## src/rtl/mem_arbiter_rr.sv

```systemverilog
// rtl/mem_arbiter_rr.sv - byte-serial round-robin memory arbiter, writes before reads
// One request slot per channel; a single sequencer moves one byte at a time to the RAM port.
module mem_arbiter_rr #(
  parameter int NCH    = 2,
  parameter int ADDR_W = 32,
  parameter int DATA_W = 32,
  parameter int IO_BIT = 17
) (
  input  logic                  clk,
  input  logic                  rst,
  input  logic                  io_buffer_full,
  input  logic [7:0]            ram_data_in,
  output logic [7:0]            ram_data_out,
  output logic [ADDR_W-1:0]     ram_address_out,
  output logic                  ram_rw_signal_out,
  input  logic                  rollback_in,
  input  logic [NCH-1:0]        flush_mask,
  input  logic [NCH-1:0]        req_valid,
  output logic [NCH-1:0]        req_ready,
  input  logic [NCH-1:0]        req_rw,
  input  logic [NCH*ADDR_W-1:0] req_addr,
  input  logic [NCH*3-1:0]      req_size,
  input  logic [NCH*DATA_W-1:0] req_wdata,
  output logic [NCH-1:0]        done,
  output logic [DATA_W-1:0]     rdata
);

  localparam int MAXB = DATA_W / 8;
  localparam int PW   = (NCH > 1) ? $clog2(NCH) : 1;

  typedef enum logic [2:0] {IDLE, RD_WAIT, RD_CAP, WR, WR_WAIT, FINISH} state_t;

  logic [NCH-1:0]    slot_full, slot_rw, slot_io;
  logic [ADDR_W-1:0] slot_addr  [NCH];
  logic [3:0]        slot_size  [NCH];
  logic [DATA_W-1:0] slot_wdata [NCH];

  state_t            state;
  logic [PW-1:0]     rr_ptr, cur_ch, gnt_idx;
  logic              cur_rw, cur_io, gnt_vld, grant_now, last_byte;
  logic [ADDR_W-1:0] cur_addr;
  logic [3:0]        cur_size, idx, nidx;
  logic [DATA_W-1:0] xbuf;
  logic [NCH-1:0]    wr_elig, rd_pend, cand;

  function automatic logic [3:0] eff_size(input logic [2:0] s);
    if (s == 3'd0) return 4'd1;
    if (int'(s) > MAXB) return 4'(MAXB);
    return {1'b0, s};
  endfunction

  assign req_ready = ~slot_full;
  assign nidx      = idx + 4'd1;
  assign last_byte = (idx == cur_size - 4'd1);
  assign grant_now = (state == IDLE) && !rollback_in && gnt_vld;

  // Writes take precedence; within the chosen class search upward from rr_ptr.
  always_comb begin
    wr_elig = slot_full & slot_rw & ~(slot_io & {NCH{io_buffer_full}});
    rd_pend = slot_full & ~slot_rw;
    cand    = (|wr_elig) ? wr_elig : rd_pend;
    gnt_vld = 1'b0;
    gnt_idx = '0;
    for (int i = NCH - 1; i >= 0; i--) begin
      if (cand[(int'(rr_ptr) + i) % NCH]) begin
        gnt_vld = 1'b1;
        gnt_idx = PW'((int'(rr_ptr) + i) % NCH);
      end
    end
  end

  always_ff @(posedge clk or negedge rst) begin
    if (!rst) begin
      slot_full <= '0;
      slot_rw   <= '0;
      slot_io   <= '0;
      for (int c = 0; c < NCH; c++) begin
        slot_addr[c]  <= '0;
        slot_size[c]  <= '0;
        slot_wdata[c] <= '0;
      end
    end else begin
      for (int c = 0; c < NCH; c++) begin
        if (slot_full[c]) begin
          if ((grant_now && int'(gnt_idx) == c) ||
              (rollback_in && flush_mask[c] && !slot_rw[c]))
            slot_full[c] <= 1'b0;
        end else if (req_valid[c] && !(rollback_in && flush_mask[c] && !req_rw[c])) begin
          slot_full[c]  <= 1'b1;
          slot_rw[c]    <= req_rw[c];
          slot_io[c]    <= (req_addr[c*ADDR_W + IO_BIT -: 2] == 2'b11);
          slot_addr[c]  <= req_addr[c*ADDR_W +: ADDR_W];
          slot_size[c]  <= eff_size(req_size[c*3 +: 3]);
          slot_wdata[c] <= req_wdata[c*DATA_W +: DATA_W];
        end
      end
    end
  end

  always_ff @(posedge clk or negedge rst) begin
    if (!rst) begin
      state             <= IDLE;
      rr_ptr            <= '0;
      cur_ch            <= '0;
      cur_rw            <= 1'b0;
      cur_io            <= 1'b0;
      cur_addr          <= '0;
      cur_size          <= '0;
      idx               <= '0;
      xbuf              <= '0;
      ram_data_out      <= '0;
      ram_address_out   <= '0;
      ram_rw_signal_out <= 1'b0;
      done              <= '0;
      rdata             <= '0;
    end else begin
      done  <= '0;
      rdata <= '0;
      // A flushed load is dropped wherever it is; stores are never interrupted.
      if (rollback_in && state != IDLE && !cur_rw && flush_mask[cur_ch]) begin
        state             <= IDLE;
        ram_rw_signal_out <= 1'b0;
      end else begin
        case (state)
          IDLE: if (grant_now) begin
            cur_ch            <= gnt_idx;
            cur_rw            <= slot_rw[gnt_idx];
            cur_io            <= slot_io[gnt_idx];
            cur_addr          <= slot_addr[gnt_idx];
            cur_size          <= slot_size[gnt_idx];
            idx               <= '0;
            rr_ptr            <= (int'(gnt_idx) == NCH - 1) ? '0 : gnt_idx + PW'(1);
            ram_address_out   <= slot_addr[gnt_idx];
            ram_rw_signal_out <= slot_rw[gnt_idx];
            xbuf              <= slot_rw[gnt_idx] ? slot_wdata[gnt_idx] : '0;
            if (slot_rw[gnt_idx]) ram_data_out <= slot_wdata[gnt_idx][7:0];
            state             <= slot_rw[gnt_idx] ? WR : RD_WAIT;
          end
          RD_WAIT: state <= RD_CAP;
          RD_CAP: begin
            xbuf[{idx, 3'b000} +: 8] <= ram_data_in;
            if (last_byte) begin
              state <= FINISH;
            end else begin
              idx             <= nidx;
              ram_address_out <= cur_addr + ADDR_W'(nidx);
              state           <= RD_WAIT;
            end
          end
          WR: begin
            if (last_byte || cur_io) begin
              ram_rw_signal_out <= 1'b0;
              state             <= last_byte ? FINISH : WR_WAIT;
            end else begin
              idx             <= nidx;
              ram_address_out <= cur_addr + ADDR_W'(nidx);
              ram_data_out    <= xbuf[{nidx, 3'b000} +: 8];
            end
          end
          WR_WAIT: begin
            idx               <= nidx;
            ram_address_out   <= cur_addr + ADDR_W'(nidx);
            ram_data_out      <= xbuf[{nidx, 3'b000} +: 8];
            ram_rw_signal_out <= 1'b1;
            state             <= WR;
          end
          FINISH: begin
            done[cur_ch] <= 1'b1;
            rdata        <= cur_rw ? '0 : xbuf;
            state        <= IDLE;
          end
          default: state <= IDLE;
        endcase
      end
    end
  end

endmodule
```

## config.mk

```make
export PLATFORM = sky130hd
export DESIGN_NAME = mem_arbiter_rr
export DESIGN_NICKNAME = d
export VERILOG_FILES = /design/src/rtl/mem_arbiter_rr.sv
export SDC_FILE = /design/constraint.sdc
export NUM_CORES = 1
export LEC_CHECK = 0
export CORE_MARGIN = 2
export CORE_UTILIZATION = 23
export DETAILED_ROUTE_END_ITERATION = 7
export PLACE_DENSITY = 0.48
export RECOVER_POWER = 100
export SLEW_MARGIN = 20
export SYNTH_ARGS = -nofsm -noshare
export SYNTH_HDL_FRONTEND = slang
export SYNTH_SLANG_ARGS = --single-unit
```

## constraint.sdc

```tcl
create_clock -name clk -period 4.45 [get_ports clk]
set_clock_uncertainty 0.2 [all_clocks]
set_input_delay 0.89 -clock clk [delete_from_list [all_inputs] [get_ports clk]]
set_output_delay 0.89 -clock clk [all_outputs]
set_load 0.03 [all_outputs]
```

* Yosys cells after proc, flatten, opt, wreduce, memory -nomap -nowiden *
Cells that the tools add are included.

storage, ports and cells
  flip-flop bits (word level) = 296
  input port bits = 152
  output and inout port bits = 77
  word-level logic and storage cells = 201

cells by class
  $add $sub $neg = 6
  $lt $le $gt $ge = 8
  eq/ne operators = 14
  shift-type cells = 3
  muxes and demuxes = 88
  bitwise logic cells = 13
  reductions and logical operators = 44

operators by type and width
  operator                                               number
  two-way mux 32 bit                                     14
  case mux 32 bit (4 select lines)                       1
  case mux 32 bit (2 select lines)                       1
  two-way mux 4 bit                                      14
  two-way mux 1 bit                                      41
  adder 32 x 4 -> 32 bit                                 1
  bitwise mux 32 bit                                     1
  variable shift 8 x 9 -> 32 bit (first input constant)  1
  variable part select 32 x 8 -> 8 bit                   1
  variable part select 8 x 9 -> 32 bit                   1
  two-way mux 8 bit                                      3
  case mux 8 bit (3 select lines)                        1
  logical AND 1 bit                                      16
  case mux 4 bit (4 select lines)                        1
  case mux 3 bit (5 select lines)                        1
  two-way mux 3 bit                                      4
  AND reduction 5 bit                                    2
  logical NOT 3 bit                                      3
  negator 7 -> 9 bit                                     1
  AND reduction 3 bit                                    3
  bitwise AND 2 bit                                      4
  logical NOT 1 bit                                      8
  two-way mux 2 bit                                      4
  nonzero test 4 bit                                     2
  other kinds (28)                                       47

* Depth between registers and ports, before layout *
Gate-level depths: netlist (run 1).

  depth in word-level cells = 17
  depth in mapped cells = 12
  gate-level depth less buffers = 9

* Worst setup path before layout (run 1) *
OpenSTA, ideal clock, no wires.

  path type = register to register
  start = reg idx[0]
  end = reg ram_address_out[29]
  setup time = 0.121 ns
  arrival time = 2.895 ns
  data required time = 4.129 ns
  slack = 1.235 ns
  cell stages (with the launch flop) = 13
  buffers on the path = 3
  clock period less this slack = 3.215 ns
  cells stage by stage = dfrtp_1 -> buf_2 -> buf_2 -> inv_1 -> ha_1 -> ha_1 -> a21oi_1 -> o22a_1 -> clkbuf_1 -> nand4b_1 -> nor3_1 -> or3b_1 -> a22o_1

between the ends
  longest elaborated chain between the ends = 4
  elaborated cells on any way between the ends = 10
  classes of those cells = 2 x add/sub; 3 x eq/ne; 3 x mux; 2 x reduce/logical

RTL lines
  element                                                                         line    source
  from (decl)                                                                     42      logic [3:0] cur_size, idx, nidx;
  from (signal assigned)                                                          145     idx <= nidx;
  from (signal assigned)                                                          155     idx <= nidx;
  from (signal assigned)                                                          161     idx <= nidx;
  adder 4 x 1 -> 4 bit / equality test 4 bit (equally long branches)              53, 54
  adder 32 x 4 -> 32 bit / logical OR 1 bit (equally long branches)               --
  two-way mux 32 bit, or another cell as far along                                151     if (last_byte || cur_io) begin
  case mux 32 bit (4 select lines) / AND reduction 5 bit (equally long branches)  --
  to (signal assigned)                                                            146     ram_address_out <= cur_addr + ADDR_W'(nidx);
  to (signal assigned)                                                            156     ram_address_out <= cur_addr + ADDR_W'(nidx);
  to (signal assigned)                                                            162     ram_address_out <= cur_addr + ADDR_W'(nidx);
  to (decl)                                                                       14      output logic [ADDR_W-1:0] ram_address_out,

Several ways; a longest one is shown, not always the timed one. The select of a mux whose other input is x is not followed.
A chain may end at the register's enable or synchronous reset.

* Final worst setup path (run 1) *
  start = in rollback_in
  end = reg slot_addr[26] in the netlist's numbering

between the ends
  longest elaborated chain between the ends = 5

RTL lines
  element                               line  source
  from (decl)                           16    input logic rollback_in,
  logical AND 1 bit (2 in series)       88    end else if (req_valid[c] && !(rollback_in && flush_mask[c] && !req_rw[c])) begin
  logical NOT 1 bit                     88
  logical AND 1 bit                     88
  AND reduction 2 bit (no source line)  --
  to (signal, indexed assignment)       92    slot_addr[c] <= req_addr[c*ADDR_W +: ADDR_W];
  to (decl)                             34    logic [ADDR_W-1:0] slot_addr [NCH];

Every way passes these cells.

==> out/results.txt, run 1 <==
Status: finished with violations
Failing checks: max-capacitance violations, max-slew violations
Endpoint class of the critical path: flop
Initial antenna violation count: 1
Netlist Area Pre-Place: 13500 um2
Count of cell types in the netlist: 62
CTS tree: done
Boundary Pins: 229
Total congestion overflow: 0
Startpoint types: primary input
Layout Nets: 1529
CTS H-tree depth: 2
CTS Hold Bufs: 0
Clk buf depth: 3
Post-DP HPWL: 30000 um
Crit path kind: in2reg
Starting Density: 0.234
Core area: 57900 um2
Max Slew Vio Count: 176
Post-place setup slack: 0.717 ns
Crit-path max FO: 73
Setup repair bufs after CTS: 0
GPL Wtd Cong: 0.810
Worst slew margin: -0.894
Ys async rst share: 1.00
Num CTS Buffers: 38
WL/cell: 20.0 um
Ys Warns: 0
Die area: 60800 um2
Max Cap Violations: 2
Drt via density: 4.50
# DRC: 0
Final ANT Viol Nets: 0
Die width: 247 um
First-pass GRT wire length: 65100 um
Drt first pass iters: 4
Syn Inst Count: 1145
Worst EP arrival: 4.03 ns
# rows: 88
Yosys reg bits: 293
Most frequent cells in the layout: 293 x dfrtp_1, 167 x nand2_1, 167 x mux2_2
Share of layout cells above drive strength 1: 0.195
RSZ-0062 raised after global routing: no
CTS sink cnt: 293
Chip height: 247 um
Most used DFF post-synth: dfrtp_1
Pwr dens: 776 nW/um2
Worst Tran Pin Value: 2.84 ns
Syn avg cell area: 11.8 um2
Worst Path Required: 4.68 ns
Hold Crit Class: reg2reg
Filler instances: 5952
Final core utilization: 0.311
Fin worst setup slack: 0.655 ns
Post-synthesis sequential area ratio: 0.542
Setup TNS: 0 ns
Static leakage: 7.69 nW
# port buffers: 228
Global-route usage over all layers: 0.143
Number of synthesized flops with an enable pin: 0
Number of antenna diodes: 0
Worst vdd ir: 0.365 mV
Clock Tree Root: clkbuf_16
Reg clk slew, reported paths: 0.06 ns
Area grow syn2layout: 33.1%
Setup-failing EPs final: 0
Post-layout minimum cycle time: 3.80 ns
Post-CTS Resized: 0
DRT Wirelength: 43200 um
Clock latency on the worst-skew pair: 0.56 ns
DR iter-0 viols: 449
FMAX: 263 MHz
Syn_nets: 1305
Largest net degree at the start of global routing: 103
Count of final hold-check violations: 0
DR vias: 9732
Vias in the first global route: 10300
Final period utilization: 0.853
Commonest non-fill, non-tap cell in the layout: dfrtp_1
-- kinds of logic after synthesis --
kind of cell | synth area share
compound gates | 0.0813
mux | 0.218
flops | 0.542
xor+xnor | 0.0214
buf+inv | 0.0255
simple gates | 0.104
fa+ha+maj | 0.00795
-- final timing paths --
path | cells after the start | slack (ns) | from | end
max reg2reg | 7 | 0.78 | idx[0] | xbuf[20]
min reg2reg | 2 | 0.28 | ram_address_out[20] | ram_address_out[20]
min | 2 | 0.28 | ram_address_out[20] | ram_address_out[20]
min in group asynchronous | 1 | 0.96 | rst | rdata[26]
max | 5 | 0.65 | rollback_in | slot_addr[26]
max in group asynchronous | 2 | 1.13 | rst | slot_addr[29]
-- synth_stat cells (8+ instances only) --
cell type,n,area (um2)
inv_1,10,37.5
dfrtp_1,293,7330
xnor2_1,25,219
a21oi_1,19,95.1
clkbuf_1,53,199
mux2_1,8,90.1
and2_1,34,213
buf_2,11,55.1
a2bb2oi_1,8,70.1
nand3_1,15,75.1
o21ai_0,97,485
nor2_1,12,45.0
mux2i_1,71,711
nand4_1,8,50.1
mux4_2,8,180
mux2_2,175,1970
nor3_1,12,60.1
xor2_1,8,70.1
a22o_1,13,114
nand2_1,167,627
-- power by group --
group          switching, mW  total [mW]  internal [mW]
clock network           1.26        3.30           2.04
logic                   3.19        5.88           2.69
registers              0.948        4.79           3.84
total                   5.39        14.0           8.57
-- cell type report --
class / count / area [um2] / area share
inverters: 10 / 37.5 / 0.00208
clock inverters: 18 / 240 / 0.0133
well taps: 765 / 957 / 0.0532
multi-input cells: 773 / 5870 / 0.326
flip-flops and latches: 293 / 7330 / 0.407
repair buffers: 253 / 2470 / 0.137
clock buffers: 51 / 1100 / 0.0611
-- routing by layer --
layer,global-route usage,vias to the layer above,part of all wire
li1,-,4508,-
met1,0.174,4921,0.42
met2,0.253,236,0.50
met3,0.0301,65,0.049
met4,0.0429,2,0.023
met5,0,-,0.00028
-- per-stage QoR --
stage                     cells  area, um2  hold WS [ns]  power, mW
after CTS                  2163      18100         0.164       14.4
final                      2163      18000         0.282       14.0
after global routing       2163      18000         0.296       15.0
after floorplan            1145      13500         0.233       8.67
after global placement     2094      16700         0.268       10.9
after detailed placement   2094      16700         0.274       11.0
-- worst max-delay path, cell delays in order --
cell and delay, ns:
dlygate4sd3_1 0.65, nand2_1 0.13, o211ai_1 0.18, clkbuf_2 1.57, mux2_2 0.46
-- registers in the layout (all words and copies together) (netlist names) --
| signal | cells |
|---|---|
| slot_size | 6 |
| cur_size | 3 |
| state | 3 |
| ram_rw_signal_out | 1 |
| cur_ch | 1 |
| slot_full | 2 |
| slot_wdata | 64 |
| slot_addr | 64 |
| done | 2 |
| rr_ptr | 1 |
| rdata | 32 |
| cur_io | 1 |
| cur_addr | 32 |
| ram_address_out | 32 |
| ram_data_out | 8 |
| cur_rw | 1 |
| xbuf | 32 |
| slot_rw | 2 |
| slot_io | 2 |
| idx | 4 |
Note: power is estimated with default switching activity, not from simulation.
==> run 2, diff against run 1 <==
CELL_PAD_IN_SITES_DETAIL_PLACEMENT = 1   (was not set)
CELL_PAD_IN_SITES_GLOBAL_PLACEMENT = 1   (was not set)
CTS_BUF_LIST = sky130_fd_sc_hd__clkbuf_8   (was not set)
PLACE_DENSITY = 0.56   (was 0.48)
==> run 2 against run 1 <==
Net effect:
- the run still ends with max-capacitance violations, max-slew violations left
- worst setup slack better by 0.073 ns
- non-clock buffer count up 2
- critical path type unchanged
- largest cell class unchanged
- register-to-register slack better by 0.13 ns
- global-route usage up 0.69 points
- utilization down 0.076 points
- maximum frequency up 2.0%
- sequential power about the same
- sequential share of layout area up 0.099 points
- final cell count up 1.8%
- first-iteration DRC count down 16%
- critical endpoint is now slot_addr[3]
- largest power group unchanged
- clock power down 11%
==> out/results.txt, run 2 (synthesized netlist as in run 1, its figures left out) <==
Net switching power: 5.42 mW
Post-DP HPWL: 31700 um
Fin worst setup slack: 0.728 ns
Global-route usage over all layers: 0.150
Total congestion overflow: 0
Worst r2r path cells: 8
Logic pwr share: 0.434
Max Cap Violations: 5
Core area: 57900 um2
Reg2reg setup slack: 0.91 ns
FF-to-FF Start: idx[0]
Crit-path max FO: 41
Clock latency on the worst-skew pair: 0.65 ns
Placed cell area: 16800 um2
Reg clk slew, reported paths: 0.06 ns
CTS sink cnt: 293
Worst vdd ir: 0.459 mV
Boundary Pins: 229
Worst Tran Pin Value: 2.44 ns
First-pass GRT wire length: 68500 um
Pwr dens: 762 nW/um2
CTS tree: done
WL/cell: 20.4 um
Starting Density: 0.234
Max Slew Vio Count: 225
Critical Path Start: rollback_in
CTS Hold Bufs: 0
Worst EP arrival: 4.04 ns
Largest net degree at the start of global routing: 91
Overall power: 13.7 mW
Layout Nets: 1551
Post-layout minimum cycle time: 3.72 ns
Worst Path Required: 4.77 ns
Part of the power in registers: 0.351
Hold Path Sink: ram_address_out[1]
RSZ-0062 raised after global routing: no
Static leakage: 7.74 nW
Cell area after layout: 18000 um2
Vias in the first global route: 11100
CP max stage delay: 1.64 ns
Crit path kind: in2reg
Post-place setup slack: 0.707 ns
Final period utilization: 0.836
Area grow syn2layout: 32.8%
Worst Hold Path Cells: 1
CTS H-tree depth: 2
Die area: 60800 um2
Setup-failing EPs final: 0
Drt via density: 4.50
Hold wc startpoint: ram_address_out[1]
Share of layout cells above drive strength 1: 0.210
Endpoint class of the critical path: flop
Hold Crit Class: reg2reg
Final ANT Viol Nets: 0
Clk buf depth: 3
Top delay family on crit path: buffers and inverters
Post-CTS Resized: 0
Commonest non-fill, non-tap cell in the layout: dfrtp_1
DR iter-0 viols: 378
Most frequent cells in the layout: 293 x dfrtp_1, 172 x mux2_2, 167 x nand2_1
# rows: 88
Filler instances: 6424
Setup TNS: 0 ns
Cell Int Power: 8.27 mW
Area of the multi-input gates: 5870 um2
Failing checks: max-capacitance violations, max-slew violations
Largest regs: slot_addr: 64 flops, slot_wdata: 64 flops
Count of final hold-check violations: 0
Status: finished with violations
GPL Wtd Cong: 0.773
Drt first pass iters: 4
Setup repair bufs after CTS: 0
DRT Wirelength: 45000 um
# port buffers: 228
CP cell instances: dlygate4sd3_1 -> nand2_1 -> o211ai_1 -> dlymetal6s4s_1 -> mux2_2
Final core utilization: 0.310
Worst slew margin: -0.630
Die width: 247 um
Slowest CP cell: dlymetal6s4s_1
Switch share: 0.396
Crit Reg-Reg Endpoint: xbuf[11]
Chip height: 247 um
Clock Tree Root: clkbuf_8
Num CTS Buffers: 58
Clock power share: 0.215
Startpoint types: primary input
FMAX: 269 MHz
DR vias: 9915
Sequential Area: 7330 um2
Buffers & Inverters on Critical Path: 2
Initial antenna violation count: 3
# DRC: 0
==> run 2: worst max-delay path by stage <==
stage / cells past startpoint / slack [ns] / end
after floorplan: 12 / 1.23 / ram_address_out[29]
after global placement: 8 / 0.70 / ram_data_out[5]
after detailed placement: 8 / 0.71 / ram_data_out[5]
after CTS: 9 / 1.07 / ram_address_out[29]
after global routing: 5 / 0.49 / slot_io[1]
final: 5 / 0.73 / slot_addr[3]
==> run 2: layout make-up <==
type                       instances  share of cell area
multi-input combinational        773               0.327
clock buffer                      80              0.0613
timing repair buffer             255               0.139
inverter                          10             0.00209
antenna                            2            0.000279
clock inverter                    25             0.00891
sequential                       293               0.408
tap                              765              0.0533
==> run 2: worst register-to-register path: stages (launching register included) <==
cell and delay, ns:
dfrtp_1 0.48, inv_1 0.17, ha_1 0.40, clkbuf_1 0.77
nand4b_1 0.23, nor2_1 0.74, nand2_1 0.20, o21ai_0 0.12
mux2_2 0.17
==> run 2: per-layer routing <==
layer | global-route usage | vias to the layer above | share of wire
met5 | 0 | - | 0.00029
met1 | 0.183 | 5003 | 0.41
met4 | 0.0546 | 2 | 0.029
met3 | 0.0284 | 78 | 0.054
li1 | - | 4562 | -
met2 | 0.262 | 270 | 0.50
==> run 2: power groups by stage <==
| stage | combinational (mW) | sequential [mW] | clock (mW) |
|---|---|---|---|
| floorplan | 3.93 | 4.74 | 0 |
| global placement | 6.05 | 4.85 | 0 |
| detailed placement | 6.21 | 4.88 | 0 |
| CTS | 6.23 | 4.85 | 3.07 |
| global route | 6.57 | 4.98 | 3.18 |
| finish | 5.94 | 4.80 | 2.94 |
==> run 2: through the flow <==
step,instances,hold WS [ns]
6_report,2203,0.277
5_1_grt,2202,0.296
4_1_cts,2201,0.0579
3_5_place_dp,2096,0.275
3_3_place_gp,2096,0.269
2_1_floorplan,1145,0.233
==> run 3, diff against run 2 <==
PLACE_DENSITY = 0.57   (was 0.56)
clock period = 3 ns   (was 4.45 ns; I/O delays follow)
==> run 3 against run 2 <==
Net effect:
- largest cell class unchanged
- largest power group unchanged
- the run still ends with max-capacitance violations, max-slew violations left
- wire length fell by 0.46%
- via count rose by 2.0%
- critical path type is now reg2reg
- worst setup slack got worse by 0.58 ns
- flip-flop and latch count did not move
- clock-buffer cell count fell by 8
==> out/results.txt, run 3 (synthesized netlist as in run 1, its figures left out) <==
Status: finished with violations
Failing checks: max-capacitance violations, max-slew violations
Crit-path max FO: 8
FMAX: 351 MHz
Endpoint class of the critical path: flop
Core area: 57900 um2
Area of the multi-input gates: 5910 um2
Final period utilization: 0.951
Chip height: 247 um
DR iter-0 viols: 346
Static leakage: 8.01 nW
Worst Tran Pin Value: 1.91 ns
DRT Wirelength: 44800 um
Final ANT Viol Nets: 0
# rows: 88
Max Slew Vio Count: 68
Worst Path Required: 3.31 ns
Hold Crit Class: reg2reg
DR vias: 10100
Largest net degree at the start of global routing: 69
Pwr dens: 1130 nW/um2
Die area: 60800 um2
Drt first pass iters: 4
Filler instances: 6436
GPL Wtd Cong: 0.784
Area grow syn2layout: 36.5%
Num CTS Buffers: 55
First-pass GRT wire length: 68600 um
Boundary Pins: 229
Most frequent cells in the layout: 292 x dfrtp_1, 173 x mux2_2, 167 x nand2_1
Vias in the first global route: 11300
Share of layout cells above drive strength 1: 0.246
Crit path kind: reg2reg
Drt via density: 4.47
Die width: 247 um
Fin Hold WS: 0.273 ns
Sequential Area: 7330 um2
Worst r2r path cells: 8
Global-route usage over all layers: 0.149
Post-DP HPWL: 32500 um
Worst slew margin: -0.270
Count of final hold-check violations: 0
Post-layout minimum cycle time: 2.85 ns
Reg clk slew, reported paths: 0.06 ns
CTS H-tree depth: 2
Initial antenna violation count: 3
WL/cell: 19.8 um
Largest regs: slot_addr: 64 flops, slot_wdata: 64 flops
Worst vdd ir: 0.476 mV
Total congestion overflow: 0
Fin worst setup slack: 0.147 ns
RSZ-0062 raised after global routing: yes
# DRC: 0
Max Cap Violations: 1
Startpoint types: flop
Commonest non-fill, non-tap cell in the layout: dfrtp_1
CTS sink cnt: 293
Setup-failing EPs final: 0
Clock Tree Root: clkbuf_8
Worst Hold Path Cells: 1
Clock latency on the worst-skew pair: 0.65 ns
Layout Nets: 1616
# port buffers: 228
Post-place setup slack: -0.349 ns
CTS tree: done
Starting Density: 0.234
Clk buf depth: 3
Worst EP arrival: 3.16 ns
## run 3: cell count changes in the layout (fill, tap and decap cells not counted), sizes merged
cell and delta:
clkbuf +7, inv -1, clkinvlp +3, buf +54, dlymetal6s4s -2, clkdlybuf4s50 +1, clkinv -1
## run 3: timing repair
| item | 4_1_cts | 5_1_grt |
|---|---|---|
| endpoints found under the hold margin | 61 | 0 |
| buffers inserted | 2 | 0 |
| endpoints found under the setup margin | 2 | 15 |
| hold buffers | 1 | 0 |
| pin swaps | 0 | 0 |
| resized for setup | 2 | 8 |
## run 3: worst max-delay path, cell delays in order, from the launching register on
cell and delay, ns:
dfrtp_1 0.40, buf_4 0.18, or3_1 0.37, a31o_1 0.25, a31oi_1 0.34, nor2_2 0.05, a311o_1 0.33, clkbuf_2 0.24
mux2_1 0.37
## run 3: final cells by class
type | count | share of cell area
antenna | 2 | 0.000271
clock buffer | 72 | 0.0537
clock inverter | 26 | 0.00942
inverter | 10 | 0.00203
multi-input combinational | 773 | 0.320
sequential | 293 | 0.397
tap | 765 | 0.0518
timing repair buffer | 323 | 0.165
## run 3: worst paths after layout
kind                               startpoint                  to  slack [ns]
min reg2reg                ram_address_out[1]  ram_address_out[1]        0.27
max                                    idx[3]     ram_data_out[0]        0.15
max in group asynchronous                 rst       slot_addr[35]        0.36
max reg2reg                            idx[3]     ram_data_out[0]        0.15
min in group asynchronous                 rst      slot_wdata[20]        0.83
min                        ram_address_out[1]  ram_address_out[1]        0.27
## run 3: routing by layer
| metal | wire length [um] | GRT usage |
|---|---|---|
| met1 | 19000 | 0.185 |
| met2 | 22500 | 0.261 |
| met3 | 2350 | 0.0298 |
| met4 | 946 | 0.0436 |
| met5 | 13 | 0 |
## run 3: power breakdown
part,leakage (nW),switching [mW],internal [mW]
registers,3.62,1.37,5.71
clock network,0.644,1.82,2.31
logic,3.74,4.95,4.77
total,8.01,8.14,12.8
## run 3: stage by stage
| stage | setup TNS (ns) | cells | cell area, um2 | util | power (mW) |
|---|---|---|---|---|---|
| floorplan | 0 | 1145 | 13500 | - | 12.9 |
| global placement | -2.59 | 2161 | 17500 | 0.302 | 17.1 |
| detailed placement | -6.22 | 2161 | 17500 | 0.302 | 17.4 |
| CTS | 0 | 2262 | 18700 | 0.322 | 21.7 |
| global route | -0.115 | 2262 | 18500 | 0.319 | 22.5 |
| finish | 0 | 2264 | 18500 | 0.319 | 20.9 |
